==> src/rtl/pmem_arbiter_n.sv <==
// rtl/pmem_arbiter_n.sv - N-port line-sized pmem arbiter with fixed-priority or round-robin grant
// The granted request is latched into the output registers so pmem sees it stable until pmem_resp.
module pmem_arbiter_n #(
  parameter int  NUM_PORTS   = 2,
  parameter int  LINE_WIDTH  = 128,
  parameter int  ADDR_WIDTH  = 16,
  parameter int  ROUND_ROBIN = 1,
  localparam int IDX_W       = (NUM_PORTS > 1) ? $clog2(NUM_PORTS) : 1
) (
  input  logic                            clk,
  input  logic                            reset,
  input  logic [NUM_PORTS-1:0]            port_read,
  input  logic [NUM_PORTS-1:0]            port_write,
  input  logic [NUM_PORTS*ADDR_WIDTH-1:0] port_address,
  input  logic [NUM_PORTS*LINE_WIDTH-1:0] port_wdata,
  output logic [NUM_PORTS-1:0]            port_resp,
  output logic [NUM_PORTS*LINE_WIDTH-1:0] port_rdata,
  input  logic                            pmem_resp,
  input  logic [LINE_WIDTH-1:0]           pmem_rdata,
  output logic                            pmem_read,
  output logic                            pmem_write,
  output logic [ADDR_WIDTH-1:0]           pmem_address,
  output logic [LINE_WIDTH-1:0]           pmem_wdata,
  output logic [IDX_W-1:0]                grant_idx
);

  typedef enum logic [1:0] {S_IDLE, S_BUSY, S_DONE} state_t;

  state_t                          r_state;
  logic [IDX_W-1:0]                r_ptr;
  logic [IDX_W-1:0]                r_grant;
  logic                            r_pmem_read;
  logic                            r_pmem_write;
  logic [ADDR_WIDTH-1:0]           r_pmem_address;
  logic [LINE_WIDTH-1:0]           r_pmem_wdata;
  logic [NUM_PORTS-1:0]            r_port_resp;
  logic [NUM_PORTS*LINE_WIDTH-1:0] r_rdata;

  logic [NUM_PORTS-1:0]            w_req;
  logic                            w_any;
  logic                            w_found;
  logic [IDX_W-1:0]                w_grant;
  logic [IDX_W-1:0]                w_ptr_next;
  logic                            w_sel_read;
  logic [ADDR_WIDTH-1:0]           w_sel_addr;
  logic [LINE_WIDTH-1:0]           w_sel_wdata;

  // Round-robin: first requester at distance 0,1,.. above r_ptr; fixed: highest index wins.
  always_comb begin
    w_req   = port_read | port_write;
    w_any   = |w_req;
    w_found = 1'b0;
    w_grant = '0;
    if (ROUND_ROBIN != 0) begin
      for (int off = 0; off < NUM_PORTS; off++) begin
        for (int i = 0; i < NUM_PORTS; i++) begin
          if (!w_found && w_req[i] && (((int'(r_ptr) + off) % NUM_PORTS) == i)) begin
            w_found = 1'b1;
            w_grant = IDX_W'(i);
          end
        end
      end
    end else begin
      for (int i = 0; i < NUM_PORTS; i++) begin
        if (w_req[i]) w_grant = IDX_W'(i);
      end
    end
  end

  always_comb begin
    w_sel_read  = 1'b0;
    w_sel_addr  = '0;
    w_sel_wdata = '0;
    for (int i = 0; i < NUM_PORTS; i++) begin
      if (w_grant == IDX_W'(i)) begin
        w_sel_read  = port_read[i];
        w_sel_addr  = port_address[i*ADDR_WIDTH +: ADDR_WIDTH];
        w_sel_wdata = port_wdata[i*LINE_WIDTH +: LINE_WIDTH];
      end
    end
  end

  assign w_ptr_next = (w_grant == IDX_W'(NUM_PORTS - 1)) ? '0 : w_grant + 1'b1;

  always_ff @(posedge clk) begin
    if (reset) begin
      r_state        <= S_IDLE;
      r_ptr          <= '0;
      r_grant        <= '0;
      r_pmem_read    <= 1'b0;
      r_pmem_write   <= 1'b0;
      r_pmem_address <= '0;
      r_pmem_wdata   <= '0;
      r_port_resp    <= '0;
      r_rdata        <= '0;
    end else begin
      case (r_state)
        S_IDLE: begin
          if (w_any) begin
            r_grant        <= w_grant;
            r_ptr          <= w_ptr_next;
            r_pmem_read    <= w_sel_read;
            r_pmem_write   <= ~w_sel_read;
            r_pmem_address <= w_sel_addr;
            r_pmem_wdata   <= w_sel_wdata;
            r_state        <= S_BUSY;
          end
        end
        S_BUSY: begin
          if (pmem_resp) begin
            for (int i = 0; i < NUM_PORTS; i++) begin
              if (r_pmem_read && (r_grant == IDX_W'(i)))
                r_rdata[i*LINE_WIDTH +: LINE_WIDTH] <= pmem_rdata;
              r_port_resp[i] <= (r_grant == IDX_W'(i));
            end
            r_pmem_read    <= 1'b0;
            r_pmem_write   <= 1'b0;
            r_pmem_address <= '0;
            r_pmem_wdata   <= '0;
            r_state        <= S_DONE;
          end
        end
        S_DONE: begin
          r_port_resp <= '0;
          r_state     <= S_IDLE;
        end
        default: r_state <= S_IDLE;
      endcase
    end
  end

  assign port_resp    = r_port_resp;
  assign port_rdata   = r_rdata;
  assign pmem_read    = r_pmem_read;
  assign pmem_write   = r_pmem_write;
  assign pmem_address = r_pmem_address;
  assign pmem_wdata   = r_pmem_wdata;
  assign grant_idx    = r_grant;

endmodule

==> config.mk <==
export PLATFORM = sky130hd
export DESIGN_NAME = pmem_arbiter_n
export DESIGN_NICKNAME = d
export VERILOG_FILES = /design/src/rtl/pmem_arbiter_n.sv
export SDC_FILE = /design/constraint.sdc
export NUM_CORES = 1
export LEC_CHECK = 0
export ABC_AREA = 0
export CORE_AREA = 4 4 324 326
export DETAILED_ROUTE_END_ITERATION = 10
export DIE_AREA = 0 0 328 330
export PLACE_DENSITY_LB_ADDON = 0.15
export SYNTH_ARGS = -nofsm -noshare
export SYNTH_HDL_FRONTEND = slang
export SYNTH_SLANG_ARGS = --single-unit
==> constraint.sdc <==
create_clock -name clk -period 2.7 [get_ports clk]
set_input_delay 0.54 -clock clk [delete_from_list [all_inputs] [get_ports clk]]
set_output_delay 0.54 -clock clk [all_outputs]
set_load 0.1 [all_outputs]
After elaboration in Yosys (flattened, before gate mapping)
Cells that the tools add are included.

Add/sub/neg operators: 2. Equal/unequal tests: 5. Mux-type cells: 26. Bitwise operators: 4. Reduce and logical (&&, ||, !) cells: 24.

Operators with widths (number): $mux W128 (3); $pmux W128 S2 (1); $logic_not A32 Y1 (2); $mux W16 (3); $pmux W16 S2 (1); $mux W1 (11); $logic_and A1 B1 Y1 (9); $reduce_and A3 Y1 (3); $pmux W2 S2 (2); $mux W2 (3); $reduce_and A2 Y1 (3); $eq A2 B2 Y1 const B (2); $ne A2 B2 Y1 const B (2); $pmux W1 S2 (2); $reduce_bool A2 Y1 (2); $logic_not A1 Y1 (3); $add A1 B1 Y1 const B (2); $eq A2 B1 Y1 const B (1); $logic_not A2 Y1 (1); $not A1 Y1 (2); $or A2 B2 Y2 (1); $reduce_or A2 Y1 (1); $and A1 B1 Y1 const A (1).

Bits in registers: 408. Input bits: 423. Output and inout port bits: 405. Word-level logic and storage cells: 71.

Longest topological paths before layout
Gate-level depths: netlist of run 1.

Word-level depth: 19. Depth in mapped cells: 7. Gate-level depth less buffers: 3.

Worst setup path before layout of run 1
No wires, ideal clock.

Path type: reg-to-reg. From: register r_pmem_read, in the netlist pmem_read. To: register r_rdata[107], in the netlist port_rdata[107]. Setup time: 72 ps. Arrival: 1863 ps. Data required time: 2628 ps. Slack: 765 ps. Cell stages (with the launch flop): 5. Path buffers: 2. Period minus slack after synthesis: 1935 ps. Path through: dfxtp_1 -> nor3b_1 -> buf_4 -> buf_4 -> mux2i_1.

Longest elaborated chain between the ends: 2.

Ends and longest elaborated chain: from (decl) (RTL line 32) `logic r_pmem_read;`; from (signal assigned) (RTL line 102) `r_pmem_read <= w_sel_read;`; $logic_and A1 B1 Y1 (RTL line 112) `if (r_pmem_read && (r_grant == IDX_W'(i)))`; $reduce_and A3 Y1 (no source line); to (signal, indexed assignment) (RTL line 113) `r_rdata[i*LINE_WIDTH +: LINE_WIDTH] <= pmem_rdata;`; to (decl) (RTL line 37) `logic [NUM_PORTS*LINE_WIDTH-1:0] r_rdata;`.

No other way between the ends. A chain may end at the register's enable or synchronous reset.

Worst setup path in the final report of run 1
From: input port port_write[1]. To: register r_pmem_wdata[72], in the netlist pmem_wdata[72].

Longest elaborated chain between the ends: 15. Elaborated cells on any way between the ends: 20. Classes of those cells: 1 x eq/ne; 8 x mux; 1 x bitwise; 10 x reduce/logical.

Ends and longest elaborated chain: from (decl) (RTL line 13) `input logic [NUM_PORTS-1:0] port_write,`; $or A2 B2 Y2 (*) (RTL line 50) `w_req = port_read | port_write;`; $logic_and A1 B1 Y1 (2 in a row) (RTL line 57) `if (!w_found && w_req[i] && (((int'(r_ptr) + off) % NUM_PORTS) == i)) begin`; $mux W1 (RTL line 57); $logic_not A1 Y1 (RTL line 57); $logic_and A1 B1 Y1 (2 in a row) (RTL line 57); $mux W1 (RTL line 57); $logic_not A1 Y1 (RTL line 57); $logic_and A1 B1 Y1 (2 in a row) (RTL line 57); $mux W1 (RTL line 57); $mux W128 (RTL line 75) `if (w_grant == IDX_W'(i)) begin`; $mux W128 (RTL line 99) `if (w_any) begin`; $pmux W128 S2 (RTL line 97) `case (r_state)`; to (signal assigned) (RTL line 105) `r_pmem_wdata <= w_sel_wdata;`; to (decl) (RTL line 35) `logic [LINE_WIDTH-1:0] r_pmem_wdata;`.

Every way passes the cells marked *; elsewhere a longest branch is shown, timed or not. The select of a mux whose other input is x is not followed.

==> impl_metrics.yaml, run 1 <==
outcome:
  outcome: "completed"
routing:
  drc: 0
  final_antenna_net_count: 0
  routed-via-count: 17372
  dr.first_iter.drc_count: 715
  dr.pass1.iters: 5
  via_per_inst: 4.29
  drt-total-wl_mm: 85.7
  wl_per_cell_um: 21.2
timing:
  hold_slack_ns: 0.457
  min_period_ns: 2.03
  final_max_slew_viol_count: 0
  layout_setup_ws_ns: 0.665
  slew_headroom_pct: 28.4
  hold_violations: 0
  fmax_mhz: 491
  grt_setup_unrepaired: "false"
  skew_ns: 0.0213
  finalCritPeriodShare_pct: 75.4
  tightest_slew_ns: 1.07
  setup_violations: 0
yosys:
  synth.avg_cell_area_um2: 9.55
  yosysTopAreaCell: "dfxtp_1"
  synth_top_area_share_pct: 46.0
  synthMostInstantiatedCell: "dfxtp_1"
  syn_area_um2: 17800
  postSynth.asyncResetShare_pct: 0
  ys_seq_elements: 408
  netlist_top_cells_count: "dfxtp_1 (408), nand2_1 (386), mux2i_1 (256)"
  synth_nets: 2284
  seq_area_frac_synth_pct: 46.0
  synth.top_cells.by_area: "dfxtp_1 (46%), mux2i_1 (14%), nand2_1 (8.2%), a32o_1 (8.1%), a21o_1 (6.1%)"
  synth_edf_count: 0
  yosysWarnings: 0
  syn_inst: 1861
  synth_cell_types: 36
  synth_ff_type: "dfxtp_1"
setup_path:
  path_buf_inv: 2
  cp-end-kind: "register"
  crit_type: "in -> reg"
  crit_slowest_cell: "nor2_4"
  worstPathRequired_ns: 3.27
  crit_start: "port_write[1]"
  r2r_cells: 5
  cp_top_family: "simple AND/OR/NAND/NOR gates"
  max_stage_delay_ns: 0.87
  r2r_setup_slack_ns: 0.84
  r2r-end: "port_rdata[103]"
  path_cells: "clkdlybuf4s50_1 > nor2_4 > buf_4 > or3_1 > a32o_1"
  startpoint_type: "input port"
  crit_arrival_ns: 2.60
  path_max_fanout: 32
  timing.rr.start: "r_state[1]"
die:
  start_util_pct: 17.5
  pin_count: 828
  die_width_um: 328
  rows: 117
  die_h_um: 330
  core_um2: 102000
  dieArea_um2: 108000
place:
  port_buffers: 827
  dpl.hpwl_mm: 63.7
  post-place-ws_ns: -0.0598
  routabilityCongestion: 0.802
cts:
  clk_latency_ns: 0.64
  ctsHoldBuffers: 0
  ctsHtreeMaxLevel: 2
  post_cts_buffers: 0
  cts_sinks: 408
  root_buffer: "clkbuf_16"
  clock_path_buffers: 3
  post_cts_resized: 0
  clk_pin_slew_ns: 0.06
  cts_buffers: 53
  cts_tree: "done"
grt:
  antenna_found_initial: 15
  first_global_vias: 18518
  grt_start_max_net_pins: 148
  grt_overflow: 0
  grt_first_pass_wirelength_mm: 125
  grt_usage_pct: 15.0
worst_hold_path:
  holdPathStages: 2
  hold_path_class: "reg -> reg"
  hold-path-endpoint: "port_rdata[211]"
  min_from: "port_rdata[211]"
cells_and_area:
  area_delta_synth_final_pct: 61.6
  drive_gt1_share_pct: 22.0
  nets: 3056
  fill_cells: 10837
pwr:
  peakVddDrop_uv: 436
  p_total_mw: 19.2
  leakage_nw: 12.9
  pwr_density_cell_nw_per_um2: 668
flow_run:
  maxCapViolCount: 0
-- cell families (layout without fill, tap and decap cells) --
group / after synthesis / in the layout / share of synthesized area [%]
simple gates: 693 / 693 / 19.1
other cells: 0 / 4 / 0
compound gates: 304 / 304 / 14.8
mux: 256 / 256 / 14.4
buf+inv: 200 / 1015 / 5.74
flops: 408 / 408 / 46.0
-- layer usage --
layer  global-route usage (%)  part of all wire [%]  vias up  wire length [um]
met5                        0                  0.14        -               117
met4                     4.19                   2.4       18              2050
met3                     6.15                   9.6      124              8220
met2                     26.3                    48      656             41600
met1                     16.8                    39     8360             33800
li1                         -                     -     8214                 -
-- metrics by stage --
stage	cells	area [um2]	utilization, %	TNS (ns)
6_report	4048	28700	28.2	0
3_3_place_gp	3946	26900	26.5	-0.327
3_5_place_dp	3946	26900	26.5	-2.43
4_1_cts	4044	28700	28.2	0
2_1_floorplan	1861	17800	-	0
5_1_grt	4047	28700	28.2	0
-- layout by cell type, fill, tap and decap left out, types with 14 or more instances in the layout --
master and n:
clkbuf_16 53, and3_1 145, mux2i_1 256, buf_4 455, a32o_1 144, dfxtp_1 408, nand2_1 386, a21o_1 144
or3_1 145, clkdlybuf4s50_1 422, buf_12 38, clkbuf_8 14
-- worst max-delay path by stage --
| stage | slack [ns] | depth (start not counted) | to |
|---|---|---|---|
| final | 0.67 | 5 | pmem_wdata[72] |
| after global routing | 0.53 | 5 | pmem_wdata[72] |
| after CTS | 0.59 | 1 | grant_idx |
| after detailed placement | -0.06 | 5 | pmem_wdata[80] |
| after global placement | -0.02 | 5 | pmem_wdata[25] |
| after floorplan | 0.77 | 4 | port_rdata[107] |
-- report_power, final --
group	switching, mW	internal [mW]
combinational	3.65	1.70
clock	2.99	4.30
sequential	0.198	6.35
total	6.84	12.4
-- state kept, by name, summed over array words and instances, names as in the netlist --
register and count:
r_state 2, port_resp 2, pmem_wdata 128, pmem_read 1
pmem_address 16, port_rdata 256, pmem_write 1, r_ptr 1
grant_idx 1
-- area by class of cell --
cell class | instances | area [um2] | area share, %
Antenna cell | 4 | 10.0 | 0.0349
Clock buffer | 78 | 1560 | 5.43
Multi-Input combinational cell | 1253 | 8620 | 30.0
Inverter | 2 | 15.0 | 0.0523
Timing Repair Buffer | 915 | 8400 | 29.3
Tap cell | 1368 | 1710 | 5.96
Sequential cell | 408 | 8170 | 28.4
Clock inverter | 20 | 233 | 0.810
-- worst min-delay path: stages (launching register included) --
cell and delay, ns:
dfxtp_1 0.31, nand2_1 0.05, mux2i_1 0.05
Note: power is estimated with default switching activity, not from simulation.
==> run 2: changes to the inputs <==
--- a/config.mk
+++ b/config.mk
@@ -6,9 +6,9 @@
 export NUM_CORES = 1
 export LEC_CHECK = 0
 export ABC_AREA = 0
-export CORE_AREA = 4 4 324 326
+export CORE_AREA = 4 4 317 319
 export DETAILED_ROUTE_END_ITERATION = 10
-export DIE_AREA = 0 0 328 330
+export DIE_AREA = 0 0 321 323
 export PLACE_DENSITY_LB_ADDON = 0.15
 export SYNTH_ARGS = -nofsm -noshare
 export SYNTH_HDL_FRONTEND = slang
==> constraint.sdc (replaced) <==
create_clock -name clk -period 2 [get_ports clk]
set_input_delay 0.4 -clock clk [delete_from_list [all_inputs] [get_ports clk]]
set_output_delay 0.4 -clock clk [all_outputs]
set_load 0.1 [all_outputs]
==> impl_metrics.yaml, run 2 (synthesis gave the netlist of run 1 again) <==
outcome:
  outcome: "completed"
cts:
  clk_latency_ns: 0.62
  root_buffer: "clkbuf_16"
  clk_pin_slew_ns: 0.07
  clock_path_buffers: 3
  post_cts_buffers: 0
  post_cts_resized: 0
  cts_sinks: 408
  ctsHtreeMaxLevel: 2
  ctsHoldBuffers: 0
  cts_buffers: 52
  cts_tree: "done"
routing:
  drc: 0
  wl_per_cell_um: 20.7
  drt-total-wl_mm: 83.2
  dr.first_iter.drc_count: 858
  via_per_inst: 4.35
  dr.pass1.iters: 4
  routed-via-count: 17461
  final_antenna_net_count: 0
timing:
  final_max_slew_viol_count: 0
  skew_ns: 0.0147
  slew_headroom_pct: 62.0
  hold_violations: 0
  hold_slack_ns: 0.363
  tightest_slew_ns: 0.570
  grt_setup_unrepaired: "false"
  setup_violations: 0
  fmax_mhz: 554
  finalCritPeriodShare_pct: 90.3
  min_period_ns: 1.81
cells_and_area:
  post-route-util_pct: 29.8
  drive_gt1_share_pct: 23.3
  nets: 3101
  most-common-layout-cells: "buf_4 (480), clkdlybuf4s50_1 (422), dfxtp_1 (408)"
  area_delta_synth_final_pct: 64.1
  largest_reg_flops: 256
  final_common_cell: "buf_4"
die:
  core_um2: 97800
  die_width_um: 321
  dieArea_um2: 104000
  start_util_pct: 18.2
  rows: 115
  die_h_um: 323
  pin_count: 828
grt:
  met3_usage_pct: 5.71
  grt_first_pass_wirelength_mm: 120
  grt_start_max_net_pins: 55
  grt.met2_usage_pct: 26.8
  grt_usage_pct: 15.0
  busiest_layer: "met2"
  antenna_found_initial: 13
  grt_overflow: 0
  use_met1_pct: 16.7
  first_global_vias: 18295
setup_path:
  crit_start: "pmem_wdata[92]"
  worstPathRequired_ns: 1.60
  crit_arrival_ns: 1.41
  r2r_cells: 6
  cp-end-kind: "primary output"
  crit_slowest_cell: "dfxtp_1"
  startpoint_type: "register"
  path_buf_inv: 1
  cp_top_family: "flip-flops"
  crit_type: "reg -> out"
  r2r-end: "pmem_wdata[65]"
  critPathCapture: "pmem_wdata[92]"
  cp_num_cells: 1
  r2r_setup_slack_ns: 0.25
  path_cells: "buf_4"
  timing.rr.start: "r_state[0]"
  path_max_fanout: 2
  max_stage_delay_ns: 0.45
worst_hold_path:
  hold_path_class: "in -> reg"
  holdPathStages: 3
pwr:
  peakVddDrop_uv: 526
  pwr_density_cell_nw_per_um2: 883
  leakage_nw: 13.2
place:
  routabilityCongestion: 0.885
  dpl.hpwl_mm: 63.3
  port_buffers: 827
flow_run:
  maxCapViolCount: 0
==> run 2: changes by cell type in the layout (fill, tap and decap cells not counted), sizes merged <==
cell,delta
clkbuf,-3
bufinv,-1
buf,+46
diode,+5
clkinvlp,+1
==> run 2: metrics by stage <==
stage                     worst slack [ns]  setup TNS (ns)  std cells  area [um2]  total power [mW]
final                                0.194               0       4015       29200              25.8
after global routing                 0.129               0       4012       29100              26.8
after CTS                            0.118               0       4006       29100              26.3
after detailed placement            -0.253          -50.39       3911       27400              16.5
after global placement              -0.245          -56.26       3911       27400              16.5
after floorplan                     0.0651               0       1861       17800              13.7
==> run 2: worst min path at each step <==
stage,from,endpoint,slack (ns)
after floorplan,r_state[0],port_resp[0],0.50
after global placement,port_rdata[11],port_rdata[11],0.44
after detailed placement,port_rdata[11],port_rdata[11],0.45
after CTS,pmem_rdata[73],port_rdata[201],0.29
after global routing,pmem_rdata[108],port_rdata[108],0.33
final,pmem_rdata[113],port_rdata[113],0.36
==> run 2: layer usage <==
metal,share of wire (%),up-vias
li1,-,8310
met2,49,693
met3,9.3,102
met5,0.073,-
met1,39,8348
met4,2.4,8
==> run 2: cell type report <==
| class | instances | area, um2 |
|---|---|---|
| tap | 1287 | 1610 |
| antenna | 9 | 22.5 |
| clock inverter | 20 | 193 |
| inverter | 2 | 15.0 |
| multi-input combinational | 1253 | 8620 |
| clock buffer | 75 | 1520 |
| fill | 10254 | 68700 |
| sequential | 408 | 8170 |
| timing repair buffer | 961 | 9010 |
==> run 2: worst reg2reg max path: cells and delay by family, from the launching register on <==
| family | cells | cell delay, ns |
|---|---|---|
| AO/OA/AOI/OAI | 1 | 0.17 |
| flip-flops | 1 | 0.36 |
| AND/OR/NAND/NOR | 2 | 0.61 |
| buffers and inverters | 3 | 0.53 |
==> run 2: where the power goes <==
group,switching [mW],internal (mW),total (mW)
registers,0.263,8.57,8.84
clock network,3.96,5.55,9.51
logic,4.94,2.46,7.41
total,9.17,16.6,25.8
